===== src/rtl/adc_avg_pkg.sv =====
// Shared types and sizing helpers for the windowed ADC averager.
// The top FSM, the per-channel accumulators and the bus interface all import this package.
package adc_avg_pkg;

    typedef enum logic [1:0] {
        IDLE,
        SETTLE,
        ACCUM,
        DIVIDE
    } state_t;

    localparam int DEF_ADC_WIDTH      = 12;
    localparam int DEF_LOG2_MAX_SAMPS = 10;
    localparam int ACC_WIDTH          = DEF_ADC_WIDTH + DEF_LOG2_MAX_SAMPS;

    // Bits needed to hold a window exponent in the range 0..max_exp
    function automatic int k_width(input int max_exp);
        return $clog2(max_exp + 1);
    endfunction

    // Headroom for 2^max_exp full-scale samples, so the sum can never wrap
    function automatic int acc_width(input int adc_w, input int max_exp);
        return adc_w + max_exp;
    endfunction

endpackage


===== src/rtl/adc_window_avg_if.sv =====
// Control/data bundle between the ADC capture side and the averager.
// The master drives the request and samples; the slave (the averager) returns status and results.
interface adc_window_avg_if
    import adc_avg_pkg::*;
#(
    parameter int ADC_WIDTH      = 12,
    parameter int NUM_CH         = 2,
    parameter int LOG2_MAX_SAMPS = 10,
    parameter int TIMER_WIDTH    = 32
);

    logic                                 START;
    logic [TIMER_WIDTH-1:0]               SETTLE_CYC;
    logic [k_width(LOG2_MAX_SAMPS)-1:0]   LOG2_SAMPS;
    logic [NUM_CH*ADC_WIDTH-1:0]          DATA_IN;
    logic                                 DATA_VALID;
    logic                                 BUSY;
    logic                                 DONE;
    logic [NUM_CH*ADC_WIDTH-1:0]          DATA_OUT;
    logic                                 OVERRUN;

    modport master (
        output START,
        output SETTLE_CYC,
        output LOG2_SAMPS,
        output DATA_IN,
        output DATA_VALID,
        input  BUSY,
        input  DONE,
        input  DATA_OUT,
        input  OVERRUN
    );

    modport slave (
        input  START,
        input  SETTLE_CYC,
        input  LOG2_SAMPS,
        input  DATA_IN,
        input  DATA_VALID,
        output BUSY,
        output DONE,
        output DATA_OUT,
        output OVERRUN
    );

endinterface


===== src/rtl/adc_chan_accum.sv =====
// One channel of the averager: a wide accumulator plus a combinational
// round-half-up divide by 2^k, read by the top while the FSM sits in DIVIDE.
module adc_chan_accum
    import adc_avg_pkg::*;
#(
    parameter int ADC_WIDTH      = 12,
    parameter int LOG2_MAX_SAMPS = 10,
    parameter int SIGNED_IN      = 1
) (
    input  logic                                CLK,
    input  logic                                RST,
    input  logic                                clear,
    input  logic                                add_en,
    input  logic [k_width(LOG2_MAX_SAMPS)-1:0]  k,
    input  logic [ADC_WIDTH-1:0]                sample,
    output logic [ADC_WIDTH-1:0]                avg
);

    localparam int ACC_W = acc_width(ADC_WIDTH, LOG2_MAX_SAMPS);
    localparam bit SIGN  = (SIGNED_IN != 0);

    logic        [ACC_W-1:0] acc;
    logic        [ACC_W-1:0] sample_ext;
    logic        [ACC_W:0]   half;
    logic signed [ACC_W:0]   sum_ext;

    assign sample_ext = {{LOG2_MAX_SAMPS{SIGN & sample[ADC_WIDTH-1]}}, sample};

    always_ff @(posedge CLK) begin
        if (RST || clear) begin
            acc <= '0;
        end else if (add_en) begin
            acc <= acc + sample_ext;
        end
    end

    // k == 0 means a single-sample window, so there is no rounding bias to add
    always_comb begin
        half = '0;
        if (k != '0) begin
            half = (ACC_W + 1)'(1) << (k - 1'b1);
        end
    end

    // The extra top bit keeps unsigned sums positive and signed sums sign-correct under >>>
    assign sum_ext = {SIGN & acc[ACC_W-1], acc} + half;
    assign avg     = ADC_WIDTH'(sum_ext >>> k);

endmodule


===== src/rtl/adc_window_avg.sv =====
// Multi-channel windowed ADC averager: settle, accumulate 2^k sample sets,
// then publish one rounded average per channel alongside a one-cycle DONE.
module adc_window_avg
    import adc_avg_pkg::*;
#(
    parameter int ADC_WIDTH      = 12,
    parameter int NUM_CH         = 2,
    parameter int LOG2_MAX_SAMPS = 10,
    parameter int TIMER_WIDTH    = 32,
    parameter int SIGNED_IN      = 1
) (
    input logic               CLK,
    input logic               RST,
    adc_window_avg_if.slave   bus
);

    localparam int K_W = k_width(LOG2_MAX_SAMPS);

    state_t                      state;
    logic [TIMER_WIDTH-1:0]      settle_cnt;
    logic [K_W-1:0]              k_reg;
    logic [K_W-1:0]              k_in;
    logic [LOG2_MAX_SAMPS:0]     samp_cnt;
    logic [LOG2_MAX_SAMPS:0]     last_idx;
    logic                        clear;
    logic                        add_en;
    logic [NUM_CH*ADC_WIDTH-1:0] avg_bus;
    logic                        busy_q;
    logic                        done_q;
    logic                        overrun_q;
    logic [NUM_CH*ADC_WIDTH-1:0] data_out_q;

    assign k_in     = (bus.LOG2_SAMPS > K_W'(LOG2_MAX_SAMPS)) ? K_W'(LOG2_MAX_SAMPS) : bus.LOG2_SAMPS;
    assign last_idx = ((LOG2_MAX_SAMPS + 1)'(1) << k_reg) - 1'b1;
    assign clear    = (state == IDLE) && bus.START;
    assign add_en   = (state == ACCUM) && bus.DATA_VALID;

    genvar ch;
    generate
        for (ch = 0; ch < NUM_CH; ch++) begin : g_chan
            adc_chan_accum #(
                .ADC_WIDTH      (ADC_WIDTH),
                .LOG2_MAX_SAMPS (LOG2_MAX_SAMPS),
                .SIGNED_IN      (SIGNED_IN)
            ) u_accum (
                .CLK    (CLK),
                .RST    (RST),
                .clear  (clear),
                .add_en (add_en),
                .k      (k_reg),
                .sample (bus.DATA_IN[ch*ADC_WIDTH +: ADC_WIDTH]),
                .avg    (avg_bus[ch*ADC_WIDTH +: ADC_WIDTH])
            );
        end
    endgenerate

    // Control FSM; BUSY drops on the same edge that raises DONE so a back-to-back START is legal
    always_ff @(posedge CLK) begin
        if (RST) begin
            state      <= IDLE;
            settle_cnt <= '0;
            k_reg      <= '0;
            samp_cnt   <= '0;
            busy_q     <= 1'b0;
            done_q     <= 1'b0;
            overrun_q  <= 1'b0;
            data_out_q <= '0;
        end else begin
            done_q    <= 1'b0;
            overrun_q <= bus.START && (state != IDLE);
            case (state)
                IDLE: begin
                    if (bus.START) begin
                        k_reg      <= k_in;
                        settle_cnt <= bus.SETTLE_CYC;
                        samp_cnt   <= '0;
                        busy_q     <= 1'b1;
                        state      <= (bus.SETTLE_CYC == '0) ? ACCUM : SETTLE;
                    end
                end
                SETTLE: begin
                    settle_cnt <= settle_cnt - 1'b1;
                    if (settle_cnt == TIMER_WIDTH'(1)) begin
                        state <= ACCUM;
                    end
                end
                ACCUM: begin
                    if (bus.DATA_VALID) begin
                        samp_cnt <= samp_cnt + 1'b1;
                        if (samp_cnt == last_idx) begin
                            state <= DIVIDE;
                        end
                    end
                end
                DIVIDE: begin
                    data_out_q <= avg_bus;
                    done_q     <= 1'b1;
                    busy_q     <= 1'b0;
                    state      <= IDLE;
                end
                default: begin
                    state <= IDLE;
                end
            endcase
        end
    end

    assign bus.BUSY     = busy_q;
    assign bus.DONE     = done_q;
    assign bus.OVERRUN  = overrun_q;
    assign bus.DATA_OUT = data_out_q;

endmodule


===== src/flat_wrapper.sv =====
// flat-port wrapper written by rule: the top's interface ports become plain ports
module adc_window_avg_flat import adc_avg_pkg::*;
#(
    parameter int ADC_WIDTH      = 12,
    parameter int NUM_CH         = 2,
    parameter int LOG2_MAX_SAMPS = 10,
    parameter int TIMER_WIDTH    = 32,
    parameter int SIGNED_IN      = 1
)
  (CLK, RST, bus_START, bus_SETTLE_CYC, bus_LOG2_SAMPS, bus_DATA_IN, bus_DATA_VALID, bus_BUSY, bus_DONE, bus_DATA_OUT, bus_OVERRUN);
  adc_window_avg_if #(.ADC_WIDTH(ADC_WIDTH), .NUM_CH(NUM_CH), .LOG2_MAX_SAMPS(LOG2_MAX_SAMPS), .TIMER_WIDTH(TIMER_WIDTH)) bus_i ();
  input logic CLK;
  input logic RST;
  input wire logic [$bits(bus_i.START)-1:0] bus_START;
  input wire logic [$bits(bus_i.SETTLE_CYC)-1:0] bus_SETTLE_CYC;
  input wire logic [$bits(bus_i.LOG2_SAMPS)-1:0] bus_LOG2_SAMPS;
  input wire logic [$bits(bus_i.DATA_IN)-1:0] bus_DATA_IN;
  input wire logic [$bits(bus_i.DATA_VALID)-1:0] bus_DATA_VALID;
  output wire logic [$bits(bus_i.BUSY)-1:0] bus_BUSY;
  output wire logic [$bits(bus_i.DONE)-1:0] bus_DONE;
  output wire logic [$bits(bus_i.DATA_OUT)-1:0] bus_DATA_OUT;
  output wire logic [$bits(bus_i.OVERRUN)-1:0] bus_OVERRUN;
  assign bus_i.START = bus_START;
  assign bus_i.SETTLE_CYC = bus_SETTLE_CYC;
  assign bus_i.LOG2_SAMPS = bus_LOG2_SAMPS;
  assign bus_i.DATA_IN = bus_DATA_IN;
  assign bus_i.DATA_VALID = bus_DATA_VALID;
  assign bus_BUSY = bus_i.BUSY;
  assign bus_DONE = bus_i.DONE;
  assign bus_DATA_OUT = bus_i.DATA_OUT;
  assign bus_OVERRUN = bus_i.OVERRUN;
  adc_window_avg #(.ADC_WIDTH(ADC_WIDTH), .NUM_CH(NUM_CH), .LOG2_MAX_SAMPS(LOG2_MAX_SAMPS), .TIMER_WIDTH(TIMER_WIDTH), .SIGNED_IN(SIGNED_IN)) u_core (.CLK(CLK), .RST(RST), .bus(bus_i));
endmodule

===== config.mk =====
export PLATFORM = sky130hd
export DESIGN_NAME = adc_window_avg_flat
export DESIGN_NICKNAME = d
export VERILOG_FILES = /design/src/rtl/adc_avg_pkg.sv /design/src/rtl/adc_window_avg_if.sv /design/src/rtl/adc_chan_accum.sv /design/src/rtl/adc_window_avg.sv /design/src/flat_wrapper.sv
export SDC_FILE = /design/constraint.sdc
export NUM_CORES = 1
export LEC_CHECK = 0
export ABC_AREA = 1
export CORE_ASPECT_RATIO = 1.2
export CORE_UTILIZATION = 66
export CTS_CLUSTER_DIAMETER = 150
export DETAILED_ROUTE_END_ITERATION = 8
export MAX_ROUTING_LAYER = met4
export PLACE_DENSITY = 0.95
export SYNTH_ARGS = -nofsm -noshare
export SYNTH_HDL_FRONTEND = slang
export SYNTH_SLANG_ARGS = --single-unit

===== constraint.sdc =====
create_clock -name CLK -period 4.9 [get_ports CLK]
set_clock_uncertainty 0.1 [all_clocks]
set_input_delay 0.49 -clock CLK [delete_from_list [all_inputs] [get_ports CLK]]
set_output_delay 0.49 -clock CLK [all_outputs]
set_load 0.01 [all_outputs]

==> Flow_metrics.wiki <==
{| class="wikitable"
! Metric !! Value
|-
| Outcome || complete, no violations
|-
| Most frequent cells after synthesis || nand2_1 (509), nand3_1 (268), inv_1 (229), nor2_1 (191), a21oi_1 (179)
|-
| Met1 wire length || 16.4 mm
|-
| Final Critical Period || 4260 ps
|-
| Seq/Total Area, Yosys || 19.8%
|-
| Launching element type of the critical path || flip-flop
|-
| Most common cell in the netlist || nand2_1
|-
| Maximum number of pins on one net before global-route repair || 51
|-
| Initial antenna violation count || 0
|-
| Detailed placement HPWL || 30.3 mm
|-
| Total GRT Usage || 43.2%
|-
| Mean post-synth cell area || 5.86 sq um
|-
| Distinct cells, synth || 56
|-
| Detail-routed net length per standard cell || 16.9 microns
|-
| Final Slew Violations || 0
|-
| Syn. warnings || 0
|-
| Biggest area consumer among synthesized cells || dfxtp_1
|-
| Worst path required time || 5150 ps
|-
| Peak ir drop on the vdd network || 270 uV
|-
| Initial Utilization || 67.1%
|-
| Tightest Hold Check Type || reg2reg
|-
| Number of flip-flops in the largest register || 44
|-
| Kind of critical path || reg2reg
|-
| Most instantiated flip-flop cell in the synthesis netlist || dfxtp_1
|-
| Length of routed met3 wiring || 3.49 mm
|-
| Root buffer cell || clkbuf_16
|-
| Clock Tree Buf Depth || 2
|-
| Global-route wire length before repair || 63.7 mm
|-
| Routed via count || 14.5k
|-
| Detailed-routed wire length on met2 || 18.2 mm
|-
| Cts-stage hold buffer count || 0
|-
| Measured slew at the worst slew-check pin || 738 ps
|-
| Type of element capturing the critical path || flip-flop
|-
| Remaining DRCs || 0
|-
| Share of the synthesized area in the top cell type || 19.8%
|-
| Max Cap Viol || 0
|-
| Unrepaired setup endpoints after global routing || false
|-
| Ranking of synthesized cells by area || dfxtp_1 (20%), nand2_1 (16%), nand3_1 (11%), a21oi_1 (7.4%), inv_1 (7.1%)
|-
| Most flops, register || u_core.g_chan.u_accum.acc
|-
| Die Area || 19000 sq um
|-
| Antenna viol nets, final || 0
|-
| Seq cells post-synth || 120
|-
| Cts bufs inserted || 17
|-
| Internal reg-to-reg setup slack || 640 ps
|-
| Number of gates resized after CTS || 0
|-
| Post-Syn Instances || 2073
|-
| Clock-pin slew on the worst setup and hold paths || 60 ps
|-
| Detailed Route Iter0 Violations || 1850
|-
| Proportion of register bits with asynchronous set or reset after synthesis || 0%
|-
| TritonCTS clock tree || done
|-
| Routed vias/inst || 6.15
|-
| Number of top-level pins || 91
|-
| Floorplan die width || 126 microns
|-
| Chip height || 151 microns
|-
| H-tree lvl count || 4
|-
| Cell area after technology mapping || 12200 sq um
|-
| IO buf count || 90
|-
| Placeable core region || 18100 sq um
|-
| Worst Path Arrival || 4510 ps
|-
| RD Place Congestion || 1.03
|-
| Largest driver fanout on the critical path || 19
|-
| Worst slew margin || 50.7%
|-
| Aggregate global routing overflow || 0
|-
| Fmax || 0.235 GHz
|-
| Drt total wl || 39.8 mm
|-
| Net count, final || 2253
|-
| Area delta synth->final || 13.2%
|-
| Row count || 54
|-
| Final setup fails || 0
|-
| Static leakage power || 6.58 nW
|-
| Drt first pass iters || 6
|-
| Number of antenna repair diodes || 0
|-
| Highest metal used || met4
|-
| Share of the core filled with cells || 76.0%
|-
| Number of global-route vias before repair || 13.1k
|-
| Layout cells sized above 1 || 5.29%
|-
| Power density over the cells || 396 nW/um^2
|-
| Count of flip-flops with a built-in enable after synthesis || 0
|-
| Post-CTS repair timing setup buffer count || 0
|-
| Source-to-sink clock delay at the later pin of the worst-skew pair || 430 ps
|-
| Fin crit share || 86.9%
|-
| Clock Sink Count || 120
|-
| Setup Total Neg Slack || 0 ps
|-
| Total count of hold-check failures in the final report || 0
|}
## layout make-up
cell class                      count  area [sq um]
Multi-Input combinational cell   1638          8520
Fill cell                        1417          4350
Sequential cell                   120          2400
Timing Repair Buffer              107          1020
Inverter                          239           900
Clock buffer                       19           453
Tap cell                          224           280
Clock inverter                     13           171
## cell families after synthesis
family	synth area share [%]
adders and majority gates	6.92
AOI/OAI and AO/OA	17.2
other	0.0309
buffers and inverters	10.2
DFF	19.8
xor gates and xnor gates	5.69
muxes	0.165
and+or+nand+nor	40.1
## cell usage in the layout (no fill, tap or decap), types with 3 or more instances in the layout
cell type / synthesis / final
o21a_1: 4 / 4
nor2_4: 9 / 9
nor2_2: 13 / 13
nand4_1: 36 / 36
o21ai_0: 132 / 131
nor2_1: 191 / 191
nor3_1: 24 / 24
nand2_1: 509 / 508
o211ai_1: 17 / 17
nand2_2: 21 / 22
nand3b_1: 4 / 4
nand3_1: 268 / 268
inv_1: 229 / 229
clkinvlp_4: 0 / 5
a21oi_1: 179 / 179
nor3b_1: 6 / 6
o21ai_1: 8 / 9
xnor2_1: 23 / 23
clkinv_4: 0 / 4
nor4_1: 15 / 15
o21bai_1: 5 / 5
dfxtp_1: 120 / 118
o221ai_1: 3 / 3
a31oi_1: 10 / 10
bufinv_16: 0 / 3
clkdlybuf4s50_1: 0 / 89
inv_2: 7 / 7
xor2_1: 56 / 56
ha_1: 64 / 64
clkbuf_16: 0 / 17
buf_4: 3 / 17
o31ai_1: 5 / 5
a221oi_1: 3 / 3
a21boi_0: 3 / 3
## through the flow
step	setup WS (ps)	instance area [sq um]	hold WS, ps	instances	power, mW
CTS	865	13800	373	2360	5.36
floorplan	1790	12200	358	2074	3.30
finish	643	13800	369	2360	5.45
detailed placement	882	13100	364	2328	3.98
global placement	910	13100	355	2328	3.89
global route	622	13800	384	2360	5.81
## metal layers
layer	track usage (%)	up-vias
met5	-	-
met4	20.4	0
met3	4.19	165
met2	69.4	841
met1	54.7	6502
li1	-	6996
## final timing paths
kind                             end  cells past startpoint                    start
max          u_core.bus.DATA_OUT[22]                     13          u_core.k_reg[1]
min          u_core.bus.DATA_OUT[22]                      2  u_core.bus.DATA_OUT[22]
max reg2reg  u_core.bus.DATA_OUT[22]                     13          u_core.k_reg[1]
min reg2reg  u_core.bus.DATA_OUT[22]                      2  u_core.bus.DATA_OUT[22]
## power breakdown
part	switching (mW)	internal, mW	total [mW]
combinational	1.77	0.922	2.69
sequential	0.251	1.16	1.42
clock	0.516	0.831	1.35
## worst max-delay path, stage by stage, from the launching register on
cell     delay (ps)
dfxtp_1         800
nand2_2         320
nor3_1          640
ha_1            360
nand2_1         150
nor4_1          590
nand3_1         290
nand4_1         260
nand3_1         130
nand3_1         110
nand3_1         100
nand2_1          90
nand3_1         100
a21oi_1         140
No activity file was read; power rests on OpenSTA's default activity.
